`src/rtl/cg_pkg.sv`:
```
`default_nettype none
// ============================================================================
// Package : cg_pkg
// Shared types and helpers for the clock-gating enable controller.
// Rev     : 1.0
// ============================================================================
package cg_pkg;

  localparam int CG_CNT_W = 16;

  typedef enum logic [1:0] {
    SLEEP = 2'd0,
    WAKE  = 2'd1,
    ON    = 2'd2
  } cg_state_t;

  function automatic logic [CG_CNT_W-1:0] cg_sat_inc(input logic [CG_CNT_W-1:0] v);
    logic [CG_CNT_W-1:0] one;
    one = 1;
    return (v == '1) ? v : v + one;
  endfunction

endpackage
`default_nettype wire

```
`src/rtl/cg_hold_timer.sv`:
```
`default_nettype none
// ============================================================================
// Module : cg_hold_timer
// Loadable down-counter; expire flags the final counted cycle (count == 1).
// Rev    : 1.0
// ============================================================================
module cg_hold_timer #(
  parameter int CNT_W = 4
) (
  input  logic             clk,
  input  logic             rst,
  input  logic             load,
  input  logic [CNT_W-1:0] load_val,
  input  logic             dec,
  output logic             expire
);

  localparam logic [CNT_W-1:0] ONE = 1;

  logic [CNT_W-1:0] count_q, count_d;

  always_comb begin
    count_d = count_q;
    if (load) begin
      count_d = load_val;
    end else if (dec && (count_q != '0)) begin
      count_d = count_q - ONE;
    end
  end

  always_ff @(posedge clk or posedge rst) begin
    if (rst) begin
      count_q <= '0;
    end else begin
      count_q <= count_d;
    end
  end

  assign expire = (count_q == ONE);

endmodule
`default_nettype wire

```
`src/rtl/cg_enable_ctrl.sv`:
```
`default_nettype none
// ============================================================================
// Module : cg_enable_ctrl
// Activity-driven enable for the multiplier clock gate, with gating statistics.
// Rev    : 1.0
// ============================================================================
module cg_enable_ctrl
  import cg_pkg::*;
#(
  parameter int                  WIDTH        = 8,
  parameter int                  WAKE_CYCLES  = 1,
  parameter int                  PIPE_DEPTH   = 2,
  parameter int                  IDLE_TIMEOUT = 4,
  parameter logic [CG_CNT_W-1:0] STAT_INIT    = '0
) (
  input  logic                clk,
  input  logic                rst,
  input  logic                in_valid,
  input  logic [WIDTH-1:0]    in_a,
  input  logic [WIDTH-1:0]    in_b,
  output logic                in_ready,
  output logic                cg_enable,
  output logic                mult_valid,
  output logic [WIDTH-1:0]    mult_a,
  output logic [WIDTH-1:0]    mult_b,
  output logic                busy,
  output logic [CG_CNT_W-1:0] gated_cycles,
  output logic [CG_CNT_W-1:0] wake_count
);

  localparam int HOLD_CYCLES = PIPE_DEPTH + IDLE_TIMEOUT;
  localparam int WAKE_W      = $clog2(WAKE_CYCLES + 1);
  localparam int HOLD_W      = $clog2(HOLD_CYCLES + 1);
  localparam logic [WAKE_W-1:0] WAKE_LOAD = WAKE_W'(WAKE_CYCLES);
  localparam logic [HOLD_W-1:0] HOLD_LOAD = HOLD_W'(HOLD_CYCLES);

  cg_state_t state_q, state_d;

  logic cg_enable_q, cg_enable_d;
  logic in_ready_q, in_ready_d;
  logic busy_q, busy_d;
  logic mult_valid_q, mult_valid_d;
  logic [WIDTH-1:0] mult_a_q, mult_a_d, mult_b_q, mult_b_d;
  logic [WIDTH-1:0] cap_a_q, cap_a_d, cap_b_q, cap_b_d;
  logic [CG_CNT_W-1:0] gated_q, gated_d, wakes_q, wakes_d;

  logic xfer;
  logic wake_load, wake_dec, wake_expire;
  logic hold_load, hold_dec, hold_expire;
  logic wake_done;

  // in_ready_q is exactly what upstream sees, so the handshake uses it directly.
  assign xfer      = in_valid && in_ready_q;
  assign wake_load = (state_q == SLEEP) && xfer;
  assign wake_dec  = (state_q == WAKE);
  assign wake_done = (state_q == WAKE) && wake_expire;
  assign hold_load = wake_done || ((state_q == ON) && xfer);
  assign hold_dec  = (state_q == ON) && !xfer;

  cg_hold_timer #(
    .CNT_W (WAKE_W)
  ) u_wake_timer (
    .clk      (clk),
    .rst      (rst),
    .load     (wake_load),
    .load_val (WAKE_LOAD),
    .dec      (wake_dec),
    .expire   (wake_expire)
  );

  cg_hold_timer #(
    .CNT_W (HOLD_W)
  ) u_hold_timer (
    .clk      (clk),
    .rst      (rst),
    .load     (hold_load),
    .load_val (HOLD_LOAD),
    .dec      (hold_dec),
    .expire   (hold_expire)
  );

  // Status outputs are decoded from the next state so they register with it.
  always_comb begin
    state_d = state_q;
    case (state_q)
      SLEEP:   if (xfer) state_d = WAKE;
      WAKE:    if (wake_expire) state_d = ON;
      ON:      if (!xfer && hold_expire) state_d = SLEEP;
      default: state_d = SLEEP;
    endcase
    cg_enable_d = (state_d != SLEEP);
    busy_d      = (state_d != SLEEP);
    in_ready_d  = (state_d != WAKE);
  end

  always_comb begin
    cap_a_d      = cap_a_q;
    cap_b_d      = cap_b_q;
    mult_valid_d = 1'b0;
    mult_a_d     = mult_a_q;
    mult_b_d     = mult_b_q;
    if (wake_load) begin
      cap_a_d = in_a;
      cap_b_d = in_b;
    end
    if (wake_done) begin
      mult_valid_d = 1'b1;
      mult_a_d     = cap_a_q;
      mult_b_d     = cap_b_q;
    end else if ((state_q == ON) && xfer) begin
      mult_valid_d = 1'b1;
      mult_a_d     = in_a;
      mult_b_d     = in_b;
    end
    gated_d = cg_enable_q ? gated_q : cg_sat_inc(gated_q);
    wakes_d = wake_load ? cg_sat_inc(wakes_q) : wakes_q;
  end

  always_ff @(posedge clk or posedge rst) begin
    if (rst) begin
      state_q      <= SLEEP;
      cg_enable_q  <= 1'b0;
      in_ready_q   <= 1'b1;
      busy_q       <= 1'b0;
      mult_valid_q <= 1'b0;
      mult_a_q     <= '0;
      mult_b_q     <= '0;
      cap_a_q      <= '0;
      cap_b_q      <= '0;
      gated_q      <= STAT_INIT;
      wakes_q      <= STAT_INIT;
    end else begin
      state_q      <= state_d;
      cg_enable_q  <= cg_enable_d;
      in_ready_q   <= in_ready_d;
      busy_q       <= busy_d;
      mult_valid_q <= mult_valid_d;
      mult_a_q     <= mult_a_d;
      mult_b_q     <= mult_b_d;
      cap_a_q      <= cap_a_d;
      cap_b_q      <= cap_b_d;
      gated_q      <= gated_d;
      wakes_q      <= wakes_d;
    end
  end

  assign in_ready     = in_ready_q;
  assign cg_enable    = cg_enable_q;
  assign busy         = busy_q;
  assign mult_valid   = mult_valid_q;
  assign mult_a       = mult_a_q;
  assign mult_b       = mult_b_q;
  assign gated_cycles = gated_q;
  assign wake_count   = wakes_q;

endmodule
`default_nettype wire

```
`config.mk`:
```
export PLATFORM = sky130hd
export DESIGN_NAME = cg_enable_ctrl
export DESIGN_NICKNAME = d
export VERILOG_FILES = /design/src/rtl/cg_pkg.sv /design/src/rtl/cg_hold_timer.sv /design/src/rtl/cg_enable_ctrl.sv
export SDC_FILE = /design/constraint.sdc
export NUM_CORES = 1
export LEC_CHECK = 0
export CORE_ASPECT_RATIO = 2
export CORE_UTILIZATION = 55
export CTS_BUF_LIST = sky130_fd_sc_hd__clkbuf_2
export DETAILED_ROUTE_END_ITERATION = 8
export PLACE_DENSITY = 0.85
export REMOVE_ABC_BUFFERS = 1
export SYNTH_ARGS = -nofsm -noshare
export SYNTH_HDL_FRONTEND = slang
export SYNTH_SLANG_ARGS = --single-unit
```
`constraint.sdc`:
```
create_clock -name clk -period 6.2 [get_ports clk]
set_clock_uncertainty 0.2 [all_clocks]
set_input_delay 1.86 -clock clk [delete_from_list [all_inputs] [get_ports clk]]
set_output_delay 1.86 -clock clk [all_outputs]
set_load 0.03 [all_outputs]
```
# Word level (Yosys, flattened, before mapping)
# Index checks and enable logic that the tools add are counted.
[word_totals] reg_bits=73 inputBits=19 output_inout_bits=52 wordCells=56
[classes] addsub=4 eq_ne=6 mux=14 bitwise_logic=3 n_reduce_logical=17
[ops] cell="$add 16x1->16 const B" n=2
[ops] cell="$eq 16x16->1 const B" n=2
[ops] cell="$mux 8" n=4
[ops] cell="$reduce_bool 2->1" n=4
[ops] cell="$logic_and 1x1->1" n=7
[ops] cell="$mux 2" n=3
[ops] cell="$mux 3" n=2
[ops] cell="$pmux 2 s3" n=1
[ops] cell="$mux 1" n=4
[ops] cell="$reduce_and 2->1" n=2
[ops] cell="$eq 3x1->1 const B" n=1
[ops] cell="$not 1->1" n=3
[ops] cell="$reduce_bool 3->1" n=1
[ops] cell="$sub 3x1->3 const B" n=1
[ops] cell="$eq 2x1->1 const B" n=1
[ops] cell="$eq 2x2->1 const B" n=1
[ops] cell="$logic_not 2->1" n=1
[ops] cell="$ne 2x1->1 const B" n=1
[ops] cell="$logic_not 1->1" n=1
[ops] cell="$logic_or 1x1->1" n=1
[ops] cell="$sub 1x1->1 const B" n=1

# Longest topological paths before layout
# Gate-level depths: netlist of the first run.
[depth] ltp_word=6 depth_mapped=7 ltp_nobuf=6

# Modules after synthesis
# From an unflattened synthesis of the first run, not the netlist that was laid out.
[unflattened] cells_unflattened=340 hier_area_um2=3438.3
[by_module_without_submodules] mod="cg_enable_ctrl" instances=1 cells_each=310 area_per_inst_um2=3165.5 seq_area_each_um2=1727.9
[by_module_without_submodules] mod="cg_hold_timer at u_hold_timer" instances=1 cells_each=25 area_per_inst_um2=225.2 seq_area_each_um2=75.1
[by_module_without_submodules] mod="cg_hold_timer at u_wake_timer" instances=1 cells_each=5 area_per_inst_um2=47.5 seq_area_each_um2=25.0

# Least setup slack after synthesis of the first run
# No wires, ideal clock.
[synth_timing] kind="input -> register" start="input port in_valid" end="register cap_a_q[0]" setup_time_ns=0.125 arrival_time_ns=2.804 required_ns=5.875 setup_slack_ns=3.071 path_stages=4 path_buffers=2 cell_sequence="nor4bb_1 > buf_2 > buf_2 > mux2_2"
[synth_between] elab_chain_len=2
[synth_lines] element="start: declaration" line="cg_enable_ctrl.sv:18" source="input logic in_valid,"
[synth_lines] element="$logic_and 1x1->1" line="cg_enable_ctrl.sv:53" source="assign xfer = in_valid && in_ready_q;"
[synth_lines] element="$logic_and 1x1->1" line="cg_enable_ctrl.sv:54" source="assign wake_load = (state_q == SLEEP) && xfer;"
[synth_lines] element="end signal: assignment" line="cg_enable_ctrl.sv:140" source="cap_a_q <= cap_a_d;"
[synth_lines] element="end: declaration" line="cg_enable_ctrl.sv:44" source="logic [WIDTH-1:0] cap_a_q, cap_a_d, cap_b_q, cap_b_d;"
# No other way between the ends.
# A chain may end at the register's enable or synchronous reset.

==> results of run 1 <==
[cells in the final DEF, fill, tap and decap left out, drive strengths merged, types with 3 or more instances in the layout]
cell,count
o211ai,4
xor2,10
nand2,15
nand3,14
nor2,11
o22ai,14
buf,3
mux2,20
clkinv,3
dfrtp,72
inv,24
o21ai,3
xnor2,12
clkbuf,10
nor3,6
ha,5
and4,4
a21oi,21
nand4,7
clkdlybuf4s50,70
nor4,6
and3,6
[where the power goes]
| part | switching [mW] | leakage, nW | internal, mW | total [mW] |
|---|---|---|---|---|
| combinational | 0.258 | 0.938 | 0.218 | 0.476 |
| sequential | 0.0873 | 0.922 | 0.585 | 0.672 |
| clock | 0.164 | 0.0817 | 0.133 | 0.297 |
| total | 0.510 | 1.94 | 0.936 | 1.45 |
[cell type report]
cell class | instances | share of cell area, %
Clock buffer | 10 | 1.17
Clock inverter | 6 | 1.94
Inverter | 24 | 2.11
Multi-Input combinational cell | 185 | 33.1
Sequential cell | 73 | 42.9
Tap cell | 63 | 1.85
Timing Repair Buffer | 73 | 17.0
[how the worst max path moves through the flow]
stage,end,slack [ns],cells past startpoint
after detailed placement,wake_count[13]$_DFFE_PP0P_,1.86,5
after floorplan,wake_count[14]$_DFFE_PP0P_,0.70,4
after CTS,cg_enable,2.28,1
after global placement,wake_count[14]$_DFFE_PP0P_,1.91,5
final,cg_enable,2.32,1
after global routing,cg_enable,2.21,1
[registers in the layout (all words and copies together), names as in the netlist]
| signal | cells |
|---|---|
| busy | 1 |
| cap_a_q | 8 |
| cap_b_q | 8 |
| gated_cycles | 16 |
| in_ready | 1 |
| mult_a | 8 |
| mult_b | 8 |
| mult_valid | 1 |
| state_q | 2 |
| u_hold_timer.count_q | 3 |
| u_wake_timer.expire | 1 |
| wake_count | 16 |
[cells by family after synthesis]
group | Yosys count | share of synthesized area, %
fa+ha+maj | 5 | 1.85
mux | 22 | 7.27
xor+xnor | 22 | 5.71
flops | 73 | 54.2
simple gates | 83 | 15.4
buf+inv | 37 | 4.49
compound gates | 53 | 11.1
[per-stage QoR]
step	hold WS, ns	total power [mW]	utilization (%)
after floorplan	0.273	0.960	-
after global placement	0.282	1.14	69.3
after detailed placement	0.287	1.16	69.3
after CTS	0.312	1.46	71.6
after global routing	0.345	1.53	71.6
final	0.314	1.45	71.6
[Yosys cell counts, types with 2 or more instances]
library cell / number
nand4_2: 3
ha_1: 5
inv_1: 24
nand2_1: 15
nand4_1: 4
o21a_1: 2
buf_2: 7
o21ai_0: 2
a21oi_1: 21
clkbuf_1: 5
o22ai_1: 14
nand3b_1: 2
o211ai_1: 4
xnor2_1: 12
xor2_1: 10
mux2_2: 19
a2111oi_4: 2
and3_1: 6
a221o_1: 2
dfrtp_1: 72
nor3_1: 5
nor2_1: 11
nand3_1: 13
and4_1: 4
mux2i_1: 2
nor2b_1: 2
a31oi_1: 2
nor4_1: 5
[per-layer routing]
| metal | track usage [%] | part of all wire (%) | vias to the layer above |
|---|---|---|---|
| met5 | 0 | 0 | - |
| met4 | 11.4 | 2.7 | 0 |
| met3 | 5.49 | 3.4 | 16 |
| met2 | 40.1 | 55 | 61 |
| met1 | 26.1 | 39 | 1236 |
| li1 | - | - | 1194 |
==> results.json, run 1 <==
{
  "synth_area_um2": 3370,
  "cp-start-kind": "register",
  "worstReg2RegEnd": "wake_count[13]$_DFFE_PP0P_",
  "worstSetupEndpointType": "primary output",
  "path_cells": "clkdlybuf4s50_1",
  "die_area_um2": 6470,
  "whs_path_depth": 1,
  "holdPathEnd": "wake_count[10]$_DFFE_PP0P_",
  "area_growth_pct": 26.3,
  "ctsRootBufferMaster": "clkbuf_2",
  "critPathArrivalTime_ns": 1.82,
  "cts_buffers": 9,
  "crit_slowest_cell": "clkdlybuf4s50_1",
  "hold_path_class": "reg2reg",
  "rsz0062_at_grt": "false",
  "synth_edf_count": 0,
  "syn_avg_cell_area_um2": 11.4,
  "cts_tree": "yes",
  "crit_family": "buffers and inverters",
  "clockBufferDepth": 2,
  "dr.pass1.iters": 6,
  "initial_utilization_pct": 56.7,
  "setup_tns_ns": 0,
  "post-place-ws_ns": 1.86,
  "drt-initial-drc-count": 96,
  "tightest_slew_ns": 1.12,
  "fin_area_um2": 4260,
  "synthFlopType": "dfrtp_1",
  "fin_crit_sh_pct": 62.7,
  "grt_pass1_wl_mm": 11.5,
  "leakage_nw": 1.94,
  "routed_wl_mm": 6.92,
  "slew_violations": 0,
  "ctsHoldBuffers": 0,
  "clkSinkCount": 73,
  "grt-ovfl-total": 0,
  "n_fill_cell": 428,
  "vias": 2507,
  "clk-insertion-delay-late_ns": 0.51,
  "final_cells": 434,
  "die_y_um": 113,
  "ys.warnings.count": 0,
  "grt_pass1_vias": 2529,
  "drive_above_1_share_pct": 14.8,
  "grt_max_degree": 46,
  "slew_headroom_pct": 25.0,
  "synth.ff_latch_count": 73,
  "reg2reg_from": "in_ready$_DFF_PP1_",
  "reg2regPathDepth": 4,
  "io_buffers": 70,
  "cp-startpoint": "busy$_DFF_PP0_",
  "synthArstFlopShare_pct": 100,
  "regArea_um2": 1830,
  "worst-setup-path-type": "reg2out",
  "ant_nets": 0,
  "fin_nets": 390,
  "setup_viol": 0,
  "top_level_ports": 71,
  "diodes": 0,
  "irDropWorstVdd_v": 0.000281,
  "cp_max_fo": 12,
  "max_stage_delay_ns": 0.74,
  "cts-resized-gates": 0,
  "cp_num_buf_inv": 1,
  "ff2ff_setup_slack_ns": 3.57,
  "hold_viol_final": 0,
  "violations": "DRC",
  "post_drt_wl_per_cell_um": 15.9,
  "ys_types": 48,
  "dp_hpwl_mm": 4.98,
  "cp_data_required_time_ns": 4.14,
  "yosys-top-cells-area": "dfrtp_1, mux2_2, a21oi_1, xnor2_1, inv_1",
  "layout_setup_ws_ns": 2.32,
  "synth.largest_area_cell": "dfrtp_1",
  "via_per_inst": 5.78,
  "antenna_found_initial": 0,
  "fmax_mhz": 257,
  "netlist.area_leader.share_pct": 53.4,
  "htree_num_levels": 3,
  "multi_input_area_um2": 1410,
  "die_w_um": 57.4,
  "min_period_ns": 3.88,
  "drc": 5,
  "dp.cells": 418,
  "status": "finished, violations left",
  "maxCapViolCount": 0,
  "post-cts-setup-buffers": 0,
  "placed_cell_area_um2": 4130,
  "min_from": "wake_count[10]$_DFFE_PP0P_",
  "place_congestion": 0.799,
  "cts.clk_slew.worst_paths_ns": 0.18,
  "std_cell_rows": 40,
  "synthCells": 295,
  "core-area_um2": 5960,
  "ys_seq_area_share_pct": 54.2,
  "p_per_area_nw_per_um2": 339,
  "grt_usage_pct": 23.2
}
Note: power is estimated with default switching activity, not from simulation.
==> run 2, diff against run 1 <==
--- a/config.mk
+++ b/config.mk
@@ -6,10 +6,10 @@
 export NUM_CORES = 1
 export LEC_CHECK = 0
 export CORE_ASPECT_RATIO = 2
-export CORE_UTILIZATION = 55
+export CORE_UTILIZATION = 53
 export CTS_BUF_LIST = sky130_fd_sc_hd__clkbuf_2
 export DETAILED_ROUTE_END_ITERATION = 8
-export PLACE_DENSITY = 0.85
+export PLACE_DENSITY = 0.83
 export REMOVE_ABC_BUFFERS = 1
 export SYNTH_ARGS = -nofsm -noshare
 export SYNTH_HDL_FRONTEND = slang
==> constraint.sdc (replaced) <==
create_clock -name clk -period 3.74 [get_ports clk]
set_clock_uncertainty 0.2 [all_clocks]
set_input_delay 1.122 -clock clk [delete_from_list [all_inputs] [get_ports clk]]
set_output_delay 1.122 -clock clk [all_outputs]
set_load 0.03 [all_outputs]
==> results.json, run 2 (same netlist as run 1, synthesis figures left out) <==
{
  "status": "complete, no violations",
  "cp-startpoint": "busy$_DFF_PP0_",
  "critPathArrivalTime_ns": 1.86,
  "path_cells": "clkdlybuf4s50_1",
  "clkSinkCount": 73,
  "slew_headroom_pct": 56.9,
  "area_growth_pct": 26.7,
  "cp_max_fo": 12,
  "die_w_um": 58.4,
  "worstSetupEndpointType": "primary output",
  "pwr-share-seq_pct": 47.9,
  "via_per_inst": 5.53,
  "power_mw": 2.32,
  "cts_tree": "yes",
  "rsz0062_at_grt": "false",
  "final_core_util_pct": 70.6,
  "post_drt_wl_per_cell_um": 15.7,
  "slew_violations": 0,
  "hold_viol_final": 0,
  "fin_area_um2": 4280,
  "clkPwrFrac_pct": 18.0,
  "leakage_nw": 1.93,
  "irDropWorstVdd_v": 0.000357,
  "crit_family": "buffers and inverters",
  "clk-insertion-delay-late_ns": 0.52,
  "die_y_um": 115,
  "p_comb_share_pct": 34.1,
  "max_stage_delay_ns": 0.75,
  "io_buffers": 70,
  "initial_utilization_pct": 55.7,
  "ctsHoldBuffers": 0,
  "std_cell_rows": 40,
  "cts_buffers": 9,
  "vias": 2523,
  "layout_common_cells": "dfrtp_1, clkdlybuf4s50_1, inv_1",
  "clockBufferDepth": 2,
  "n_fill_cell": 462,
  "diodes": 0,
  "drive_above_1_share_pct": 14.8,
  "core-area_um2": 6060,
  "dp.cells": 441,
  "cp_data_required_time_ns": 2.42,
  "hold_path_class": "reg2reg",
  "cts-resized-gates": 0,
  "p_per_area_nw_per_um2": 543,
  "antenna_found_initial": 0,
  "crit_slowest_cell": "clkdlybuf4s50_1",
  "tightest_slew_ns": 0.646,
  "cp-start-kind": "register",
  "layout_commonest_cell": "dfrtp_1",
  "swShare_pct": 36.4,
  "min_from": "wake_count[10]$_DFFE_PP0P_",
  "min_period_ns": 3.18,
  "drc": 0,
  "p_switching_mw": 0.845,
  "grt_max_degree": 33,
  "grt_pass1_wl_mm": 12.1,
  "maxCapViolCount": 0,
  "post-cts-setup-buffers": 0,
  "ant_nets": 0,
  "fin_crit_sh_pct": 85.0,
  "routed_wl_mm": 7.17,
  "fmax_mhz": 315,
  "ctsRootBufferMaster": "clkbuf_2",
  "reg2reg_from": "wake_count[0]$_DFFE_PP0P_",
  "htree_num_levels": 3,
  "placed_cell_area_um2": 4170,
  "place_congestion": 0.805,
  "dp_hpwl_mm": 5.22,
  "fin_nets": 392,
  "internal_power_mw": 1.48,
  "final_cells": 456,
  "grt_pass1_vias": 2582,
  "worst-setup-path-type": "reg2out",
  "cp_num_buf_inv": 1,
  "top_level_ports": 71,
  "die_area_um2": 6710,
  "dr.pass1.iters": 4,
  "timing.hold.ws_ns": 0.321,
  "setup_viol": 0,
  "drt-initial-drc-count": 109,
  "grt-ovfl-total": 0,
  "cts.clk_slew.worst_paths_ns": 0.18,
  "grt_usage_pct": 24.2
}
==> run 2: changes by cell type in the layout (fill, tap and decap cells not counted) <==
cell	change
buf_4	+2
bufinv_16	-1
clkbuf_2	-1
clkinv_1	+1
clkinv_2	-1
clkinv_4	+1
==> run 2: power by group through the flow <==
stage / Clock, mW / Sequential, mW / Combinational (mW)
after floorplan: 0 / 1.29 / 0.303
after global placement: 0 / 1.12 / 0.776
after detailed placement: 0 / 1.13 / 0.797
after CTS: 0.428 / 1.11 / 0.801
after global routing: 0.463 / 1.14 / 0.853
final: 0.418 / 1.11 / 0.793
==> run 2: area by class of cell <==
cell class,instances,area [um^2],area share [%]
Multi-Input combinational cell,185,1410,33.0
Timing Repair Buffer,75,738,17.3
Sequential cell,73,1830,42.7
Tap cell,84,105,2.46
Clock inverter,6,60.1,1.40
Clock buffer,9,45.0,1.05
Inverter,24,90.1,2.11
==> run 2: per-stage QoR <==
stage          setup WS [ns]  TNS (ns)
2_1_floorplan          -1.02    -24.41
3_3_place_gp           0.632         0
3_5_place_dp           0.598         0
4_1_cts                0.525         0
5_1_grt                0.463         0
6_report               0.561         0
==> run 2: worst paths after layout <==
check                                             end  cells after the start  slack (ns)
max                                         cg_enable                      1        0.56
min                        wake_count[10]$_DFFE_PP0P_                      1        0.32
max reg2reg                 wake_count[1]$_DFFE_PP0P_                      5        1.49
min reg2reg                wake_count[10]$_DFFE_PP0P_                      1        0.32
max in group asynchronous          in_ready$_DFF_PP1_                      3        1.82
min in group asynchronous      cap_a_q[2]$_DFFE_PP0P_                      2        0.80
==> run 2: per-layer routing <==
layer  global-route usage, %  vias up  wire, um
li1                        -     1197         -
met1                    25.6     1247      2720
met2                    44.4       66      4060
met3                    6.52       13       259
met4                    8.89        0       136
met5                       0        -         0
==> run 3, diff against run 2 <==
--- a/config.mk
+++ b/config.mk
@@ -11,6 +11,7 @@
 export DETAILED_ROUTE_END_ITERATION = 8
 export PLACE_DENSITY = 0.83
 export REMOVE_ABC_BUFFERS = 1
+export SKIP_LAST_GASP = 1
 export SYNTH_ARGS = -nofsm -noshare
 export SYNTH_HDL_FRONTEND = slang
 export SYNTH_SLANG_ARGS = --single-unit
==> constraint.sdc (replaced) <==
create_clock -name clk -period 3.65 [get_ports clk]
set_clock_uncertainty 0.2 [all_clocks]
set_input_delay 1.095 -clock clk [delete_from_list [all_inputs] [get_ports clk]]
set_output_delay 1.095 -clock clk [all_outputs]
set_load 0.03 [all_outputs]
==> results.json, run 3 (same netlist as run 1, synthesis figures left out) <==
{
  "grt_max_degree": 49,
  "cp_max_fo": 12,
  "clkSinkCount": 73,
  "top_level_ports": 71,
  "hold_viol_final": 0,
  "cp_num_buf_inv": 1,
  "rsz0062_at_grt": "false",
  "wl_met2_mm": 4.04,
  "fin_crit_sh_pct": 86.2,
  "final_cells": 454,
  "wl_met1_mm": 2.70,
  "status": "complete, no violations",
  "initial_utilization_pct": 55.7,
  "leakage_nw": 1.95,
  "placed_cell_area_um2": 4170,
  "wl_met3_um": 244,
  "max_stage_delay_ns": 0.75,
  "crit_slowest_cell": "clkdlybuf4s50_1",
  "diodes": 0,
  "cts-resized-gates": 0,
  "worstReg2RegEnd": "wake_count[1]$_DFFE_PP0P_",
  "grt_pass1_vias": 2566,
  "die_area_um2": 6710,
  "area_growth_pct": 28.1,
  "cts.clk_slew.worst_paths_ns": 0.18,
  "irDropWorstVdd_v": 0.000452,
  "drc": 0,
  "final_core_util_pct": 71.4,
  "vias": 2527,
  "die_w_um": 58.4,
  "antenna_found_initial": 0,
  "htree_num_levels": 3,
  "std_cell_rows": 40,
  "core-area_um2": 6060,
  "ant_nets": 0,
  "worstSetupEndpointType": "primary output",
  "fin_area_um2": 4320,
  "grt_pass1_wl_mm": 11.8,
  "cp-endpoint": "busy",
  "tightest_slew_ns": 0.629,
  "layout_commonest_cell": "dfrtp_1",
  "post_drt_wl_per_cell_um": 15.6,
  "reg2reg_from": "wake_count[0]$_DFFE_PP0P_",
  "setup_viol": 0,
  "reg2regPathDepth": 5,
  "fmax_mhz": 318,
  "grt-ovfl-total": 0,
  "worst-setup-path-type": "reg2out",
  "dr.pass1.iters": 6,
  "clockBufferDepth": 2,
  "drt-initial-drc-count": 87,
  "place_congestion": 0.785,
  "drive_above_1_share_pct": 14.6,
  "io_buffers": 70,
  "clk-insertion-delay-late_ns": 0.52,
  "ctsRootBufferMaster": "clkbuf_2",
  "slew_headroom_pct": 58.0,
  "timing.hold.ws_ns": 0.307,
  "p_per_area_nw_per_um2": 583,
  "post-cts-setup-buffers": 0,
  "die_y_um": 115,
  "dp.cells": 439,
  "ctsHoldBuffers": 0,
  "cp-startpoint": "busy$_DFF_PP0_",
  "routed_wl_mm": 7.09,
  "path_cells": "clkdlybuf4s50_1",
  "maxUsedRoutingLayer": "met4",
  "maxCapViolCount": 0,
  "dp_hpwl_mm": 5.17,
  "hold_path_class": "reg2reg",
  "min_period_ns": 3.15,
  "cts_tree": "yes",
  "cp_data_required_time_ns": 2.35,
  "cts_buffers": 9,
  "crit_cells": 1,
  "grt_usage_pct": 23.4,
  "critPathArrivalTime_ns": 1.85,
  "slew_violations": 0,
  "via_per_inst": 5.57,
  "crit_family": "buffers and inverters",
  "power_mw": 2.52,
  "layout_common_cells": "dfrtp_1, clkdlybuf4s50_1, inv_1",
  "fin_nets": 390,
  "ff2ff_setup_slack_ns": 1.35,
  "cp-start-kind": "register"
}
run 3: changes by cell type in the layout (fill, tap and decap cells not counted):
cell and change:
buf_12 +1, buf_4 -3, bufinv_16 +2, clkinv_1 -1
clkinv_4 -1
run 3: worst min path at each step:
stage,from,end,slack (ns),depth (start not counted)
after floorplan,cap_a_q[7]$_DFFE_PP0P_,cap_a_q[7]$_DFFE_PP0P_,0.27,1
after CTS,wake_count[10]$_DFFE_PP0P_,wake_count[10]$_DFFE_PP0P_,0.31,1
after detailed placement,wake_count[10]$_DFFE_PP0P_,wake_count[10]$_DFFE_PP0P_,0.29,1
after global placement,wake_count[10]$_DFFE_PP0P_,wake_count[10]$_DFFE_PP0P_,0.28,1
after global routing,wake_count[10]$_DFFE_PP0P_,wake_count[10]$_DFFE_PP0P_,0.33,1
final,wake_count[10]$_DFFE_PP0P_,wake_count[10]$_DFFE_PP0P_,0.31,1
run 3: cell type report:
class | count | area (um^2)
Sequential cell | 73 | 1830
Fill cell | 447 | 1730
Multi-Input combinational cell | 185 | 1410
Timing Repair Buffer | 73 | 736
Clock inverter | 6 | 108
Tap cell | 84 | 105
Inverter | 24 | 90.1
Clock buffer | 9 | 45.0
run 3: stage by stage:
stage | setup WS (ns) | setup TNS (ns)
global placement | 0.576 | 0
finish | 0.504 | 0
global route | 0.408 | 0
floorplan | -1.09 | -26.42
detailed placement | 0.533 | 0
CTS | 0.452 | 0
run 3: routing by layer:
layer	vias to the layer above	global-route usage [%]
met5	-	0
met4	0	10.6
met3	11	4.95
met2	58	42.5
met1	1263	25.4
li1	1195	-
run 3: power by group:
part | internal [mW] | switching, mW
Clock | 0.289 | 0.281
Combinational | 0.370 | 0.440
Sequential | 0.994 | 0.148
Total | 1.65 | 0.869
